--- src/rtl/mux_arb_n.sv ---
// mux_arb_n: N-channel, W-bit arbitrating multiplexer with a registered output
// stage. The internal arbiter is fixed-priority (RR=0) or round-robin (RR=1),
// and every channel has a valid/ready handshake.
module mux_arb_n #(
  parameter int unsigned WIDTH = 32,
  parameter int unsigned NCH   = 4,
  parameter int unsigned RR    = 0,
  localparam int unsigned SELW = (NCH > 2) ? $clog2(NCH) : 1
) (
  input  logic                 clk,
  input  logic                 rst_n,
  input  logic [NCH*WIDTH-1:0] in_data,
  input  logic [NCH-1:0]       in_valid,
  output logic [NCH-1:0]       in_ready,
  output logic [WIDTH-1:0]     out_data,
  output logic [SELW-1:0]      out_sel,
  output logic                 out_valid,
  input  logic                 out_ready
);

  logic [WIDTH-1:0] out_data_q, out_data_d;
  logic [SELW-1:0]  out_sel_q, out_sel_d;
  logic             out_valid_q, out_valid_d;
  logic [SELW-1:0]  ptr_q, ptr_d;

  logic             load_en;
  logic [NCH-1:0]   gnt;
  logic [SELW-1:0]  gnt_idx;
  logic             any_gnt;
  logic [SELW-1:0]  base;
  logic [SELW:0]    cand;
  logic [WIDTH-1:0] sel_data;

  assign load_en = !out_valid_q || out_ready;

  // Arbiter: search upward from base (0 for fixed priority, ptr for
  // round-robin) and wrap at NCH. One extra bit on cand keeps the wrap exact
  // when NCH is not a power of two.
  always_comb begin
    gnt     = '0;
    gnt_idx = '0;
    any_gnt = 1'b0;
    cand    = '0;
    base    = (RR != 0) ? ptr_q : '0;
    for (int k = 0; k < int'(NCH); k++) begin
      cand = {1'b0, base} + (SELW+1)'(k);
      if (cand >= (SELW+1)'(NCH)) begin
        cand = cand - (SELW+1)'(NCH);
      end
      if (!any_gnt && in_valid[cand[SELW-1:0]]) begin
        any_gnt                = 1'b1;
        gnt_idx                = cand[SELW-1:0];
        gnt[cand[SELW-1:0]]    = 1'b1;
      end
    end
  end

  assign sel_data = in_data[gnt_idx*WIDTH +: WIDTH];

  // Ready follows the grant only when the output register can load. It is
  // forced low while reset is asserted, because load_en alone would be high then.
  always_comb begin
    in_ready = '0;
    if (load_en && rst_n) begin
      in_ready = gnt;
    end
  end

  // Next state of the output register and the round-robin pointer
  always_comb begin
    out_data_d  = out_data_q;
    out_sel_d   = out_sel_q;
    out_valid_d = out_valid_q;
    ptr_d       = ptr_q;
    if (load_en) begin
      if (any_gnt) begin
        out_data_d  = sel_data;
        out_sel_d   = gnt_idx;
        out_valid_d = 1'b1;
        if (RR != 0) begin
          ptr_d = (gnt_idx == SELW'(NCH - 1)) ? '0 : gnt_idx + 1'b1;
        end
      end else begin
        out_valid_d = 1'b0;
      end
    end
  end

  // State registers, cleared asynchronously
  always_ff @(posedge clk or negedge rst_n) begin
    if (!rst_n) begin
      out_data_q  <= '0;
      out_sel_q   <= '0;
      out_valid_q <= 1'b0;
      ptr_q       <= '0;
    end else begin
      out_data_q  <= out_data_d;
      out_sel_q   <= out_sel_d;
      out_valid_q <= out_valid_d;
      ptr_q       <= ptr_d;
    end
  end

  assign out_data  = out_data_q;
  assign out_sel   = out_sel_q;
  assign out_valid = out_valid_q;

endmodule

--- config.mk ---
export PLATFORM = sky130hd
export DESIGN_NAME = mux_arb_n
export DESIGN_NICKNAME = d
export VERILOG_FILES = /design/src/rtl/mux_arb_n.sv
export SDC_FILE = /design/constraint.sdc
export NUM_CORES = 1
export LEC_CHECK = 0
export CORE_MARGIN = 2
export CORE_UTILIZATION = 33
export CTS_BUF_LIST = sky130_fd_sc_hd__clkbuf_16
export CTS_CLUSTER_SIZE = 16
export DETAILED_ROUTE_END_ITERATION = 12
export GPL_TIMING_DRIVEN = 0
export PLACE_DENSITY = 0.86
export RECOVER_POWER = 25
export SLEW_MARGIN = 30
export SYNTH_ARGS = -nofsm -noshare
export SYNTH_HDL_FRONTEND = slang
export SYNTH_SLANG_ARGS = --single-unit
--- constraint.sdc ---
create_clock -name clk -period 1.4 [get_ports clk]
set_input_delay 0.21 -clock clk [delete_from_list [all_inputs] [get_ports clk]]
set_output_delay 0.21 -clock clk [all_outputs]
set_load 0.05 [all_outputs]
==> results.yml <==
outcome:
  outcome: "complete, but fails checks"
  failed_checks: "negative setup slack"
sta:
  finalSetupViolCount: 8
  setup_slack_ns: -0.130
  totalNegativeSetupSlack_ns: -0.443
  rsz0062_at_grt: "yes"
  drv_slew: 0
  finalCritPeriodShare_pct: 109
  fin_worst_skew_ns: 0.00298
  slew_headroom_pct: 34.8
  holdWs_ns: 0.360
  worstMarginPinSlew_ns: 0.978
  period_minus_slack_ns: 1.53
  hold_violations: 0
  max_freq_ghz: 0.654
routing:
  drc: 0
  wl_um: 11000
  drt-vias-per-instance: 5.46
  vias: 3365
  antenna_left: 0
  first_pass_iters: 4
  first_iter_violations: 137
  wl_per_cell_um: 17.9
die:
  fp.dieH_um: 92.7
  dieArea_mm2: 0.00859
  num_io_pins: 174
  design.core.area_mm2: 0.00769
  start_util_pct: 33.8
  num_rows: 32
  die_x_um: 92.7
clocking:
  clockBufferDepth: 2
  worstSkewPairLatency_ns: 0.27
  clkTransAtPathRegs_ns: 0.05
  cts_tree: "yes"
  cts_max_level: 2
  cts_inserted_buffers: 5
  cts_sinks: 35
  cts-root-buf: "clkbuf_16"
logic_synthesis:
  ys_ff_latch: 35
  synth_fp_nets: 455
  ys_seq_area_share_pct: 33.7
  yosys_warnings: 0
  synthTopCellsByArea: "dfrtp_1 34%, a211oi_1 9.3%, a21o_1 9.3%"
  syn_avg_cell_area_um2: 8.11
  synth_area_mm2: 0.00260
  yosys.area.top_type: "dfrtp_1"
  syn_inst: 320
  netlist.area_leader.share_pct: 33.7
  synth.distinct_cells: 23
setup_path:
  cp_cell_sequence: "nand2b_4, buf_8, nand2_4, nor4_4, buf_6"
  worst_setup_path_start_kind: "register"
  critPathRequiredTime_ns: 1.19
  worstPathMaxFanout: 5
  end_kind: "primary output"
  cp_slowest_cell: "dfrtp_2"
  reg2reg_from: "out_valid"
  arrival_ns: 1.32
  path_class: "register to primary output"
  startpoint: "out_valid"
  slowest_delay_ns: 0.43
final_layout:
  diodes: 0
  register_area_um2: 877
  drive_gt1_share_pct: 16.0
  multi_input_area_mm2: 0.00160
  syn_to_final_growth_pct: 87.3
  num-fill-cells: 663
  final_nets: 648
placed_design:
  gp_congestion: 0.786
  place.detailed.hpwl_um: 8090
  port_buffers: 172
global_route:
  antenna_found_initial: 0
  grt_pass1_vias: 3602
  grt_max_degree: 19
  grt_pass1_wl_um: 17400
  overflow: 0
  grt_use_total_pct: 25.7
flow_run:
  drv_cap: 0
power_and_ir_drop:
  p_leak_nw: 1.89
  cellPowerDensity_mw_per_mm2: 821
  peakVddDrop_mv: 0.428
min_path:
  hold_path_class: "input pin to register"
  hp-start: "in_valid[1]"
[registers in the layout, indices dropped and copies added, names as in the netlist]
signal,flops
out_sel,2
out_data,32
out_valid,1
[layer usage]
| metal | wire [µm] | vias to the layer above | GRT usage (%) |
|---|---|---|---|
| li1 | - | 1585 | - |
| met1 | 4370 | 1593 | 29.7 |
| met2 | 5560 | 166 | 47.1 |
| met3 | 842 | 21 | 5.29 |
| met4 | 224 | 0 | 8.58 |
| met5 | 0 | - | 0 |
[timing repair]
item | 4_1_cts | 5_1_grt
gates cloned | 0 | 0
pin swaps | 3 | 1
setup buffers | 13 | 2
setup endpoints to repair | 74 | 67
hold buffers | 2 | 0
resized for setup | 111 | 32
hold endpoints to repair | 17 | 0
[cell type report]
type / count / area share [%]
buffer: 38 / 5.87
sequential: 35 / 18.0
clock buffer: 5 / 2.57
multi-input combinational: 242 / 32.9
timing repair buffer: 189 / 37.6
clock inverter: 3 / 0.257
inverter: 2 / 0.154
tap: 102 / 2.62
[power breakdown]
part / total [mW] / switching, mW / internal, mW
combinational: 1.72 / 0.986 / 0.739
sequential: 1.23 / 0.0844 / 1.15
clock: 1.04 / 0.395 / 0.642
total: 3.99 / 1.47 / 2.53
[synthesized netlist by cell type (all sizes together)]
cell type	number
a21oi	35
and3	2
a21o	32
a211oi	32
clkbuf	21
dfrtp	35
o21ai	33
o41ai	1
nor4	2
or4	1
a31oi	32
buf	20
nand3b	32
nor3	2
or2	1
nand2	34
nor2b	2
inv	2
nand2b	1
[critical path, delay by kind of cell, from the launching register on]
kind / cells / cell delay (ns)
flip-flops: 1 / 0.43
buffers and inverters: 2 / 0.32
AND/OR/NAND/NOR: 3 / 0.30
[cells by family after synthesis]
kind of cell | share of synthesized area, %
AO/OA/AOI/OAI | 41.1
AND/OR/NAND/NOR | 17.3
buffers and inverters | 7.81
flip-flops | 33.7
[stage by stage]
stage               setup slack (ns)  util (%)  std cells  instance area (µm²)  power, mW
floorplan                     -0.291         -        320                 2660       2.15
global placement               -2.03      58.6        594                 4500       2.95
detailed placement             -1.46      58.9        595                 4530       2.98
CTS                           -0.129      62.9        617                 4840       3.99
global route                  -0.180      63.2        616                 4860       4.17
finish                        -0.130      63.2        616                 4860       3.99
[cells in the final DEF, fill, tap and decap left out, types with 4 or more instances in the layout]
| cell type | netlist | final |
|---|---|---|
| buf_6 | 3 | 7 |
| clkbuf_1 | 21 | 11 |
| o21ai_0 | 33 | 33 |
| inv_1 | 2 | 4 |
| nand3b_1 | 32 | 32 |
| buf_2 | 15 | 9 |
| a21oi_2 | 10 | 10 |
| a21oi_1 | 25 | 25 |
| dfrtp_1 | 35 | 34 |
| a21o_1 | 32 | 32 |
| a211oi_1 | 32 | 30 |
| a31oi_1 | 32 | 32 |
| dlygate4sd2_1 | 0 | 21 |
| clkbuf_16 | 0 | 5 |
| clkdlybuf4s15_1 | 0 | 14 |
| clkbuf_2 | 0 | 5 |
| buf_8 | 0 | 7 |
| nand2_1 | 34 | 33 |
| buf_4 | 0 | 18 |
| clkdlybuf4s50_1 | 0 | 128 |
[path summary, 6_finish.rpt]
path / to / slack [ns] / cells after the start
worst min register to register: out_sel[0] / 0.52 / 2
worst min-delay path: out_sel[0] / 0.36 / 3
max in group asynchronous: out_data[4] / 0.14 / 2
worst max register to register: out_data[7] / -0.05 / 4
min in group asynchronous: out_data[17] / 0.48 / 3
worst max-delay path: in_ready[3] / -0.13 / 5
(Power assumes the default switching activity.)
